$ cat config.mk
export PLATFORM = sky130hd
export DESIGN_NAME = mips_cpu_fetch
export DESIGN_NICKNAME = d
export VERILOG_FILES = /design/src/rtl/mips_cpu_fetch.sv
export SDC_FILE = /design/constraint.sdc
export NUM_CORES = 1
export LEC_CHECK = 0
export ABC_AREA = 1
export CORE_MARGIN = 1.5
export CORE_UTILIZATION = 42
export CTS_BUF_LIST = sky130_fd_sc_hd__clkbuf_4 sky130_fd_sc_hd__clkbuf_8
export DETAILED_ROUTE_END_ITERATION = 8
export MAX_ROUTING_LAYER = met4
export PLACE_DENSITY_LB_ADDON = 0.12
export REMOVE_ABC_BUFFERS = 1
export SKIP_CTS_REPAIR_TIMING = 1
export SLEW_MARGIN = 20
export SYNTH_ARGS = -nofsm -noshare
export SYNTH_HDL_FRONTEND = slang
export SYNTH_SLANG_ARGS = --single-unit
$ cat constraint.sdc
create_clock -name clk -period 1.52 [get_ports clk]
set_clock_uncertainty 0.2 [all_clocks]
set_input_delay 0.304 -clock clk [delete_from_list [all_inputs] [get_ports clk]]
set_output_delay 0.304 -clock clk [all_outputs]
set_load 0.02 [all_outputs]
$ cat src/rtl/mips_cpu_fetch.sv
// Instruction fetch unit: Avalon-MM read master between the PC stage and decode.
// Optional bus-timeout watchdog with sticky error and HALT state: define MIPS_CPU_FETCH_TIMEOUT_EN.
module mips_cpu_fetch #(
    parameter int unsigned TIMEOUT_CYCLES = 255
) (
    input  logic        clk,
    input  logic        rst,
    input  logic [31:0] pc_in,
    input  logic        active,
    input  logic        flush,
    input  logic        fetch_ready,
    output logic [31:0] avm_address,
    output logic        avm_read,
    input  logic        avm_waitrequest,
    input  logic [31:0] avm_readdata,
    output logic [31:0] instr_out,
    output logic        instr_valid,
    output logic        pc_stall,
    output logic        fetch_err
);

    typedef enum logic [1:0] {
        IDLE = 2'd0,
        READ = 2'd1,
        HOLD = 2'd2,
        HALT = 2'd3
    } state_t;

    state_t      state_q, state_d;
    logic [31:0] addr_q, addr_d;
    logic [31:0] instr_q, instr_d;
    logic        valid_q, valid_d;
    logic        discard_q, discard_d;
    logic        armed_q;
    logic [31:0] pc_aligned;

    assign pc_aligned = pc_in & 32'hFFFF_FFFC;

`ifdef MIPS_CPU_FETCH_TIMEOUT_EN
    localparam logic [15:0] TIMEOUT_LIM = 16'(TIMEOUT_CYCLES);

    logic [15:0] cnt_q, cnt_d;
    logic        err_q, err_d;
`endif

    // armed_q holds off the first fetch so no request can be issued on the first edge after reset.
    always_ff @(posedge clk or negedge rst) begin
        if (!rst) begin
            state_q   <= IDLE;
            addr_q    <= 32'd0;
            instr_q   <= 32'd0;
            valid_q   <= 1'b0;
            discard_q <= 1'b0;
            armed_q   <= 1'b0;
        end else begin
            state_q   <= state_d;
            addr_q    <= addr_d;
            instr_q   <= instr_d;
            valid_q   <= valid_d;
            discard_q <= discard_d;
            armed_q   <= 1'b1;
        end
    end

`ifdef MIPS_CPU_FETCH_TIMEOUT_EN
    always_ff @(posedge clk or negedge rst) begin
        if (!rst) begin
            cnt_q <= 16'd0;
            err_q <= 1'b0;
        end else begin
            cnt_q <= cnt_d;
            err_q <= err_d;
        end
    end
`endif

    always_comb begin
        state_d   = state_q;
        addr_d    = addr_q;
        instr_d   = instr_q;
        valid_d   = valid_q;
        discard_d = discard_q;
`ifdef MIPS_CPU_FETCH_TIMEOUT_EN
        cnt_d     = cnt_q;
        err_d     = err_q;
`endif
        case (state_q)
            IDLE: begin
                valid_d = 1'b0;
                if (active && armed_q) begin
                    addr_d  = pc_aligned;
                    state_d = READ;
                end
            end
            READ: begin
                if (!avm_waitrequest) begin
`ifdef MIPS_CPU_FETCH_TIMEOUT_EN
                    cnt_d = 16'd0;
`endif
                    // A flush seen at any point during the transfer drops the returning word.
                    if (discard_q || flush) begin
                        discard_d = 1'b0;
                        valid_d   = 1'b0;
                        state_d   = IDLE;
                    end else begin
                        instr_d = avm_readdata;
                        valid_d = 1'b1;
                        state_d = HOLD;
                    end
                end else begin
                    if (flush) begin
                        discard_d = 1'b1;
                    end
`ifdef MIPS_CPU_FETCH_TIMEOUT_EN
                    cnt_d = cnt_q + 16'd1;
                    if (cnt_d == TIMEOUT_LIM) begin
                        err_d     = 1'b1;
                        discard_d = 1'b0;
                        valid_d   = 1'b0;
                        state_d   = HALT;
                    end
`endif
                end
            end
            HOLD: begin
                if (flush) begin
                    valid_d = 1'b0;
                    state_d = IDLE;
                end else if (fetch_ready) begin
                    valid_d = 1'b0;
                    if (active) begin
                        addr_d  = pc_aligned;
                        state_d = READ;
                    end else begin
                        state_d = IDLE;
                    end
                end
            end
            HALT: begin
                valid_d = 1'b0;
            end
            default: begin
                valid_d = 1'b0;
                state_d = IDLE;
            end
        endcase
    end

    assign avm_read    = (state_q == READ);
    assign avm_address = addr_q;
    assign instr_out   = instr_q;
    assign instr_valid = valid_q;
    assign pc_stall    = (state_q == HALT) ||
                         (active && !((state_q == HOLD) && fetch_ready));

`ifdef MIPS_CPU_FETCH_TIMEOUT_EN
    assign fetch_err = err_q;
`else
    assign fetch_err = 1'b0;
`endif

endmodule

==> results of run 1 <==
## per-stage QoR
step,TNS (ns),instances
finish,-0.666,550
floorplan,-45.50,293
global route,-3.78,550
global placement,-18.45,519
detailed placement,-20.07,519
CTS,-20.85,535
## routing by layer
layer  wire [um]  share of wire  vias up
li1            -              -     1274
met2        4310           0.51      124
met5           0              0        -
met3         769          0.091       10
met1        3260           0.39     1258
met4          96          0.011        0
## state kept, by name, summed over array words and instances, names as in the netlist
| signal | flops |
|---|---|
| instr_out | 32 |
| armed_q | 1 |
| instr_valid | 1 |
| state_q | 2 |
| discard_q | 1 |
| avm_address | 30 |
## power by group through the flow
stage          Clock, uW  Combinational [uW]  Sequential (uW)
2_1_floorplan          0                62.5             1930
3_3_place_gp           0                 432             1880
3_5_place_dp           0                 435             1880
4_1_cts             1930                 437             1850
5_1_grt             2010                 478             1850
6_report            1900                 441             1850
## worst max-delay path by stage
stage | startpoint | endpoint | slack [ns] | depth (start not counted)
final | state_q[1] | pc_stall | -0.12 | 4
after global placement | fetch_ready | pc_stall | -0.54 | 5
after CTS | state_q[1] | pc_stall | -0.58 | 4
after detailed placement | fetch_ready | pc_stall | -0.56 | 5
after floorplan | state_q[0] | avm_address[10] | -0.84 | 5
after global routing | state_q[1] | pc_stall | -0.21 | 4
## logic make-up after synthesis
| group | count (synthesis) |
|---|---|
| AO/OA/AOI/OAI | 37 |
| buffers and inverters | 59 |
| flip-flops | 67 |
| other | 2 |
| AND/OR/NAND/NOR | 145 |
## final cells by class
cell class	instances	share of cell area
timing repair buffer	163	0.354
multi-input combinational	187	0.222
sequential	67	0.326
inverter	40	0.0292
clock inverter	4	0.0185
clock buffer	12	0.0321
tap	77	0.0187
## worst max-delay path, stage by stage (launching register included)
cell     delay [ns]
dfrtp_1        0.40
inv_2          0.07
o21ai_1        0.13
nand2_1        0.05
buf_2          0.15
## cells in the final DEF (no fill, tap or decap), types with 8 or more instances in the layout
cell             instances
buf_4                   10
clkbuf_2                15
clkbuf_8                12
clkdlybuf4s50_1         64
dfrtp_1                 67
dlymetal6s2s_1          50
inv_1                   38
nand2_1                 72
nand2_2                 12
nand2_4                 21
nand3_1                 31
o21ai_1                  8
o21ai_2                 25
==> results by stage, run 1 <==
Outcome:
- The run finished, with violations left.
- The final reports fail on setup timing.

Cells and area:
- The register area is 1680 um2.
- The repair_antennas step left the layout with diodes totalling 0.
- The final layout net count is 538.
- The core utilization of the finished layout is 0.806.
- The area growth from synthesis to layout is 83.9%.
- After routing the design area is 5150 um2.
- The share of final-layout standard cells stronger than drive strength 1 is 0.277.
- The layout has 393 filler cells.
- The total area of multi-input combinational cells is 1140 um2.

Worst setup path:
- In this run the worst path has a maximum fanout of 4.
- The kind of end point of the critical path is a primary output.
- The worst register-to-register path has a depth of 8.
- At the worst endpoint, the required time is 1.02 ns.
- The arrival time of the worst setup path is 1.13 ns.
- The launching element type of the critical path is a register.
- The critical path is of the reg -> out type.
- The reg-to-reg critical path endpoint is instr_out[13].
- In this run the critical register-to-register path is launched from state_q[1].
- The setup check on the worst reg-to-reg path leaves a slack of -0.04 ns.

Synth:
- By count the netlist is led by nand2_1, dfrtp_1, inv_1.
- After synthesis the cells add up to 2800 um2.
- The share of synthesized area in the top cell type comes to 0.599.
- The complex-gate fraction of the synthesized area is 0.0854.
- The most instantiated library cell after synthesis is nand2_1.
- The xor and xnor fraction of the mapped netlist area is 0.
- Counting distinct cell types in the post-synthesis netlist gives 18.
- The most used flip-flop cell after synthesis is dfrtp_1.
- The number of synthesized register bits is 67.
- Of all flip-flops after synthesis, the portion carrying an async set or reset was 1.00.
- Synthesis produced 310 cells.
- The count of flip-flops with a built-in enable after synthesis is 0.
- Of the total synthesized cell area, the portion taken by full adders, half adders and majority gates is 0.
- The cell type with the largest total area after synthesis is dfrtp_1.
- By area the synthesized netlist is led by dfrtp_1, nand2_1, nand3_1.
- The basic-gate share of the synthesized area counting and, or, nand and nor cells is 0.212.
- Of the post-synthesis cell area, the part taken by muxes is 0.
- Of the synthesized area, sequential elements account for 0.599.
- The warning count from the yosys run is 0.
- The post-synthesis average cell area is 9.03 um2.
- The dominant combinational cell family by area after synthesis is simple AND/OR/NAND/NOR gates.

GRT:
- The global routing stage identified its most utilized layer as met2.
- The number of antenna violations at the first check in global routing came to 0.
- The met2 capacity usage during global routing is 0.310.
- The largest net degree at the start of global routing is 68.
- The first global-routing pass estimated 11.4 mm of wire.
- Global routing finished with a remaining overflow of 0.
- The total track usage is 0.204.
- In the global route stage, met3 resource usage came out at 0.0777.
- The met1 track demand over resource is 0.248.
- The number of global-route vias before repair is 2554.

Clock network:
- The maximum root-to-sink buffer count is 2.
- The TritonCTS clock tree is yes.
- The clock transition time at the flip-flop clock pins of the worst setup and hold paths is 0.08 ns.
- The clock latency on the worst-skew pair is 0.34 ns.
- Buffers inserted during clock tree synthesis total 9.
- The maximum level of the CTS H-tree is 3.
- For this design, the sink count on the clock tree is 67.
- The tree is rooted in a clkbuf_8.

Power:
- The relative contribution of combinational cells to total power is 0.105.
- The net switching power is 899 uW.
- The internal portion of total power is 3290 uW.
- Power spread over the standard cell area amounts to 815 nW/um2.
- Of the total power, registers draw 0.441.
- The leakage power of the design is 0.00307 uW.
- The switching portion of total power is 0.215.
- IR analysis of the VDD net gives a maximum drop of 0.553 mV.
- Of the total power, the clock network draws 0.454.
- After layout, the design draws a total of 4190 uW.

Floorplan:
- The initialized floorplan defines 29 standard-cell rows.
- The initial utilization of the core area, before any placement, comes to 0.438.
- The height of the chip is 84.6 um.
- The floorplan step set the die width to 84.6 um.
- The core outline area is 6390 um2.
- During I/O placement, the number of pins put on the boundary was 138.
- The floorplan step defined a die boundary enclosing 7160 um2.

Route:
- For this run, design rule violations remaining after detail routing come to 0.
- Dividing the detail-routed via count by the number of cells gives 4.85.
- For this block, the initial DRC count from the detailed router was 142.
- In this run the remaining antenna-violating nets after routing total 0.
- The post-detailed-routing wire length is 8.44 mm.
- The routed layout has 2666 vias.
- In the final routed layout, each cell accounts on average for 15.3 um.
- Before antenna repair, the detailed router went through 4 iterations.

Place:
- In this run the cell area measured after placement is 4270 um2.
- OpenSTA, run right after detailed placement, puts the worst setup slack at -0.557 ns.
- The placed wire-length estimate after detailed placement is 4.54 mm.
- The congestion estimate from routability-driven global placement came to 0.823.
- In this run the tool buffered the top-level ports with 132 buffer cells.

STA:
- After layout, the minimum clock period comes to 1.64 ns.
- The count of final max-slew check failures is 0.
- Derived from the worst setup path, the maximum achievable clock frequency is 611 MHz.
- The final hold violation count is 0.
- Setup violations remaining at the end of the flow were counted as 28.
- Setup repair after global routing could not meet its margin everywhere.
- The part of the cycle the worst path needs is 1.08.
- The worst path setup slack after routing is -0.118 ns.
- The worst hold slack across all endpoints is 0.113 ns.

Worst hold path:
- The number of cells on the worst hold path is 4.
- The worst hold path belongs to the class in -> reg.
- The start point of the worst hold path is fetch_ready.
- The path with the worst hold slack has its endpoint at state_q[1].

Flow run:
- Max-cap violations in this run came to 0.
Note: power is estimated with default switching activity, not from simulation.
==> inputs of run 2 (changes only) <==
- RECOVER_POWER: default -> 100
==> run 2 against run 1 <==
The run still ends with setup timing left. Fmax is essentially flat. Utilization shrank 0.14 points. Global-route usage unchanged. Critical endpoint unchanged. Combinational power hardly changed. Cell count unchanged. Critical path depth is the same. Final area shrank 0.17%. Worst setup slack improved by 0.00055 ns. Total power barely moved. Worst hold slack better by 0.00065 ns. Flip-flop and latch count did not move. Sequential power about the same.
==> results by stage, run 2 (same netlist as run 1, synthesis figures left out) <==
Cells and area:
- Relative to the synthesized area, the layout overhead comes to 83.6%.
- The total area of multi-input combinational cells was 1140 um2 (unchanged).
- The final layout net count is 538 (unchanged).
- The final-layout fill cell count was 396 (+0.76%).
- The post-route cell area is 5140 um2 (-0.17%).
- The share of final-layout standard cells stronger than drive strength 1 is 0.277 (unchanged).
- The register area was 1680 um2 (unchanged).
- The core utilization of the finished layout came to 0.805 (-0.00137).
- In the layout the commonest cells are nand2_1, dfrtp_1, clkdlybuf4s50_1.
- Leaving out fill and tap cells, the most frequent cell in the layout is nand2_1.
- The number of antenna cells inserted was 0 (unchanged).
- The number of flip-flops in the largest register is 32 (unchanged).

Outcome:
- The run finished, with violations left.
- The checks that failed: setup timing.

Worst setup path:
- The largest driver fanout on the critical path came to 4 (unchanged).
- Tracing the worst setup path back leads to its startpoint at state_q[1].
- The setup slack of the most critical reg-to-reg path is -0.04 ns (about the same).
- The number of cells on the worst reg-to-reg path is 8 (unchanged).
- The reg-to-reg critical path endpoint is instr_out[13].
- The arrival time of the worst setup path is 1.13 ns (about the same).
- The category of the most critical setup path is reg -> out.
- The worst setup path is captured at a primary output.
- STA classifies the critical path startpoint as a register.
- The critical path required time is 1.02 ns (about the same).
- The most critical setup path has its endpoint at pc_stall.
- The worst reg2reg path startpoint is state_q[1].

STA:
- The worst path setup slack after routing is -0.117 ns (+0.000546 ns).
- Measured against its own limit, the worst slew margin works out to 0.585.
- The count of final max-slew check failures is 0 (unchanged).
- The upper clock frequency limit is 611 MHz (about the same).
- The final hold violation count is 0 (unchanged).
- The worst hold slack across all endpoints was 0.114 ns (+0.000648 ns).
- The part of the cycle the worst path needs is 1.08 (about the same).
- The final setup violation count is 28 (unchanged).
- The time the worst path needs with I/O delays and setup is 1.64 ns (-0.000546 ns).
- The transition time at the pin with the least slew margin is 0.622 ns.
- The accumulated negative setup slack is -0.649 ns (+0.0172 ns).
- Setup repair after global routing could not meet its margin everywhere.

Place:
- The cell area after placement is 4270 um2 (unchanged).
- The number of buffers added on ports is 132 (unchanged).
- The routability-driven placement congestion ratio is 0.823 (unchanged).
- The placed wire-length estimate after detailed placement was 4.54 mm (unchanged).

Route:
- The first-pass iteration count of the detailed router was 4 (unchanged).
- The number of remaining DRC errors is 0 (unchanged).
- The via total after detailed routing is 2665 (-0.038%).
- The first-iteration detailed-routing DRC count was 140 (-1.4%).
- The average vias per placed instance was 4.85 (about the same).
- The post-detailed-routing wire length is 8.43 mm (about the same).
- The average routed wire per standard cell came to 15.3 um (about the same).
- The final antenna-violating net count is 0 (unchanged).

Floorplan:
- The overall die width was 84.6 um (unchanged).
- The height of the chip is 84.6 um (unchanged).
- The floorplan row count is 29 (unchanged).
- The floorplan die area is 7160 um2 (unchanged).
- The I/O pin count is 138 (unchanged).
- The starting utilization of the core area is 0.438 (unchanged).
- The core outline area is 6390 um2 (unchanged).

Clock network:
- The clock transition time at the flip-flop clock pins of the worst setup and hold paths is 0.08 ns (about the same).
- The maximum level of the CTS H-tree is 3 (unchanged).
- TritonCTS built the clock tree.
- The maximum root-to-sink buffer count is 2 (unchanged).
- The clock latency on the worst-skew pair was 0.34 ns (about the same).
- The CTS buffer count is 9 (unchanged).
- The count of clock tree sinks is 67 (unchanged).
- The master cell of the clock root buffer is clkbuf_8.

GRT:
- The total congestion overflow after global routing is 0 (unchanged).
- The wire length of the first global-routing pass is 11.4 mm (unchanged).
- The total track usage came to 0.204 (unchanged).
- The number of antenna violations at the first check in global routing is 0 (unchanged).
- The met2 capacity usage during global routing is 0.310 (unchanged).
- The most heavily used metal layer in global routing is met2.
- The number of global-route vias before repair is 2554 (unchanged).
- The met1 track demand over resource is 0.248 (unchanged).
- The largest net degree at the start of global routing is 68 (unchanged).
- The met3 track demand over resource was 0.0777 (unchanged).

Worst hold path:
- The start point of the worst hold path is fetch_ready.
- The worst hold path belongs to the class in -> reg.

Flow run:
- The total of max-cap violations is 0 (unchanged).

Power:
- The highest ir drop seen on vdd is 0.553 mV (about the same).
- The total power is 4190 uW (about the same).
- The leakage power of the design is 0.00307 uW (-0.11%).
- The power per unit of standard cell area is 815 nW/um2 (about the same).
-- run 2: final cells by class --
cell class | instances | share of cell area
timing repair buffer | 163 | 0.353
sequential | 67 | 0.326
multi-input combinational | 187 | 0.223
clock buffer | 12 | 0.0321
inverter | 40 | 0.0292
tap | 77 | 0.0187
clock inverter | 4 | 0.0185
-- run 2: worst max-delay path: stages (launching register included) --
cell,delay (ns)
dfrtp_1,0.40
inv_2,0.07
o21ai_1,0.13
nand2_1,0.05
buf_2,0.15
-- run 2: per-stage QoR --
step | instances | setup slack [ns]
final | 550 | -0.117
after global routing | 550 | -0.213
after CTS | 535 | -0.579
after detailed placement | 519 | -0.557
after global placement | 519 | -0.537
after floorplan | 293 | -0.844
-- run 2: routing by layer --
layer,share of wire,vias up
met1,0.39,1254
li1,-,1275
met5,0,-
met3,0.088,11
met4,0.012,0
met2,0.51,125
-- run 2: report_power, final --
| group | switching, uW | leakage, uW | internal [uW] | total, uW |
|---|---|---|---|---|
| sequential | 21.8 | 0.000853 | 1830 | 1850 |
| combinational | 195 | 0.00209 | 243 | 438 |
| clock | 681 | 0.000133 | 1220 | 1900 |
-- run 2: worst min-delay path by stage --
| stage | endpoint | slack [ns] | depth (start not counted) |
|---|---|---|---|
| global route | state_q[1] | 0.17 | 4 |
| global placement | avm_address[15] | 0.15 | 2 |
| floorplan | armed_q | -0.19 | 0 |
| CTS | avm_address[15] | -0.22 | 2 |
| finish | state_q[1] | 0.11 | 4 |
| detailed placement | avm_address[15] | 0.15 | 2 |
==> inputs of run 3 (changes only) <==
- CORE_UTILIZATION: 42 -> 30
- REMOVE_ABC_BUFFERS: 1 -> default
==> run 3 against run 2 <==
The flow still finishes with violations (setup timing). Worst setup slack worse by 0.097 ns. Flip-flop and latch count stayed put. Clock-buffer cell count is 1 lower. Critical endpoint unchanged. Highest routed layer unchanged. Final area is 9.5% lower. Register-to-register slack worse by 0.04 ns. Die area is 38% higher. Utilization is 30 points lower. Critical path type unchanged. Sequential power hardly changed. Via count is 4.9% lower. Global-route usage is 5.8 points lower. First-iteration DRC count is 49% lower.
==> results by stage, run 3 (same netlist as run 1, synthesis figures left out) <==
STA:
- The upper clock frequency limit was 577 MHz (-5.6%).
- The worst hold slack across all endpoints is 0.145 ns (+0.0312 ns).
- Setup repair after global routing could not meet its margin everywhere.
- The count of final max-slew check failures was 0 (unchanged).
- The accumulated negative setup slack is -3.14 ns (-2.50 ns).
- The worst path setup slack after routing was -0.214 ns (-0.0969 ns).
- The final hold violation count is 0 (unchanged).
- The relative max-transition margin came to 0.549 (-0.0362).
- The final setup violation count came to 65 (+130%).
- The time the worst path needs with I/O delays and setup is 1.73 ns (+0.0969 ns).
- The part of the cycle the worst path needs is 1.14 (+0.0637).
- The transition time at the pin with the least slew margin came to 0.676 ns (+0.0543 ns).

Worst setup path:
- The critical path buffer and inverter count is 2 (unchanged).
- The worst setup path is of the reg -> out kind.
- The largest driver fanout on the critical path is 3 (-1).
- The arrival time of the worst setup path came to 1.23 ns (+0.10 ns).
- STA classifies the critical path startpoint as a register.
- The biggest cell delay along the critical path is 0.39 ns (about the same).
- The kind of cell with the highest combined delay along the critical path is flip-flops.
- The critical path required time is 1.02 ns (about the same).
- The setup slack of the most critical reg-to-reg path is -0.08 ns (-0.04 ns).
- The kind of end point of the critical path is a primary output.
- The master of the slowest instance on the critical path is dfrtp_1.
- Walking the worst path, the cells encountered are inv_2 -> o21ai_0 -> nand2_1 -> clkbuf_2.

Floorplan:
- The starting utilization of the core area was 0.306 (-0.132).
- The height of the chip is 99.6 um (+18%).
- The overall die width is 99.6 um (+18%).
- The core outline area is 9150 um2 (+43%).
- The floorplan row count is 35 (+21%).
- The floorplan die area was 9920 um2 (+38%).
- The I/O pin count is 138 (unchanged).

GRT:
- The number of global-route vias before repair is 2356 (-7.8%).
- The largest net degree at the start of global routing is 40 (-41%).
- The wire length of the first global-routing pass was 11.0 mm (-3.1%).
- The number of antenna violations at the first check in global routing is 0 (unchanged).
- The total congestion overflow after global routing is 0 (unchanged).
- The total track usage is 0.145 (-0.0584).

Route:
- The total length of routed met2 wires came to 3.86 mm (-10%).
- The post-detailed-routing wire length is 8.01 mm (-5.1%).
- The routed metal-1 wire length was 3.72 mm (+13%).
- The detailed route wirelength on metal3 is 343 um (-54%).
- The final antenna-violating net count came to 0 (unchanged).
- The via total after detailed routing came to 2534 (-4.9%).
- The first-iteration detailed-routing DRC count is 72 (-49%).
- The average vias per placed instance is 4.36 (-10%).
- The highest metal layer with signal wires is met4.
- The number of remaining DRC errors is 0 (unchanged).
- The average routed wire per standard cell is 13.8 um (-10%).
- The first-pass iteration count of the detailed router is 4 (unchanged).

Power:
- The highest ir drop seen on vdd came to 0.521 mV (-5.7%).
- The leakage power of the design is 0.00228 uW (-26%).
- The power per unit of standard cell area is 839 nW/um2 (+2.9%).

Cells and area:
- Compared with the post-synthesis result, the final layout area differs by 66.1%.
- The number of flip-flops in the largest register is 32 (unchanged).
- The top cell types in the final layout, fill and taps aside, are dfrtp_1, clkdlybuf4s50_1, nand2_1.
- The final layout net count is 535 (-0.56%).
- Leaving out fill and tap cells, the most frequent cell in the layout is dfrtp_1.
- The number of antenna cells inserted is 0 (unchanged).
- The share of final-layout standard cells stronger than drive strength 1 is 0.270 (-0.00674).
- The final-layout fill cell count is 896 (+130%).

Clock network:
- The maximum level of the CTS H-tree is 3 (unchanged).
- TritonCTS built the clock tree.
- In this run the clock root is driven by a clkbuf_8.
- The clock latency on the worst-skew pair came to 0.33 ns (about the same).
- The clock transition time at the flip-flop clock pins of the worst setup and hold paths came to 0.07 ns (about the same).
- The maximum root-to-sink buffer count was 2 (unchanged).
- The count of clock tree sinks is 67 (unchanged).
- The CTS buffer count is 9 (unchanged).

Flow run:
- The total of max-cap violations is 0 (unchanged).

Place:
- The routability-driven placement congestion ratio is 0.804 (-2.3%).
- The number of buffers added on ports was 132 (unchanged).
- The worst slack at placement was -0.643 ns (-0.0862 ns).
- The placed wire-length estimate after detailed placement is 4.88 mm (+7.5%).

Outcome:
- The final reports fail on setup timing.
- The run finished, with violations left.

Worst hold path:
- The type of the most critical hold path is in -> reg.
==> run 3: cell type report <==
class | instances | area (um2) | area share
inverter | 40 | 153 | 0.0328
sequential | 67 | 1680 | 0.361
multi-input combinational | 186 | 1100 | 0.238
clock inverter | 5 | 77.6 | 0.0167
timing repair buffer | 161 | 1360 | 0.292
tap | 111 | 139 | 0.0299
clock buffer | 11 | 139 | 0.0299
==> run 3: layer usage <==
| layer | GRT usage | up-vias |
|---|---|---|
| met5 | - | - |
| met4 | 0.0650 | 0 |
| met3 | 0.0302 | 7 |
| met2 | 0.228 | 76 |
| met1 | 0.181 | 1187 |
| li1 | - | 1264 |
==> run 3: worst paths after layout <==
kind	startpoint	end	cells after the start
worst min register to register	avm_address[29]	avm_address[29]	2
worst min-delay path	fetch_ready	state_q[1]	4
worst max register to register	state_q[1]	avm_address[10]	8
worst max-delay path	state_q[1]	pc_stall	4
max in group asynchronous	rst	avm_address[28]	3
min in group asynchronous	rst	instr_out[28]	3
==> run 3: report_power, final <==
| part | internal [uW] | switching [uW] | leakage, uW |
|---|---|---|---|
| Clock | 956 | 671 | 0.000110 |
| Combinational | 225 | 186 | 0.00131 |
| Sequential | 1830 | 36.3 | 0.000853 |
| Total | 3010 | 894 | 0.00228 |
==> run 3: metrics by stage <==
stage          cell area [um2]   util  cells  total power (uW)
3_5_place_dp              4350  0.475    555              2320
4_1_cts                   4560  0.499    571              3980
5_1_grt                   4650  0.508    581              4080
3_3_place_gp              4350  0.475    555              2320
6_report                  4650  0.508    581              3900
2_1_floorplan             2810      -    312              2000
==> run 3: worst min-delay path, delay by kind of cell <==
family	cells	cell delay (ns)
buf+inv	1	0.11
simple gates	3	0.22
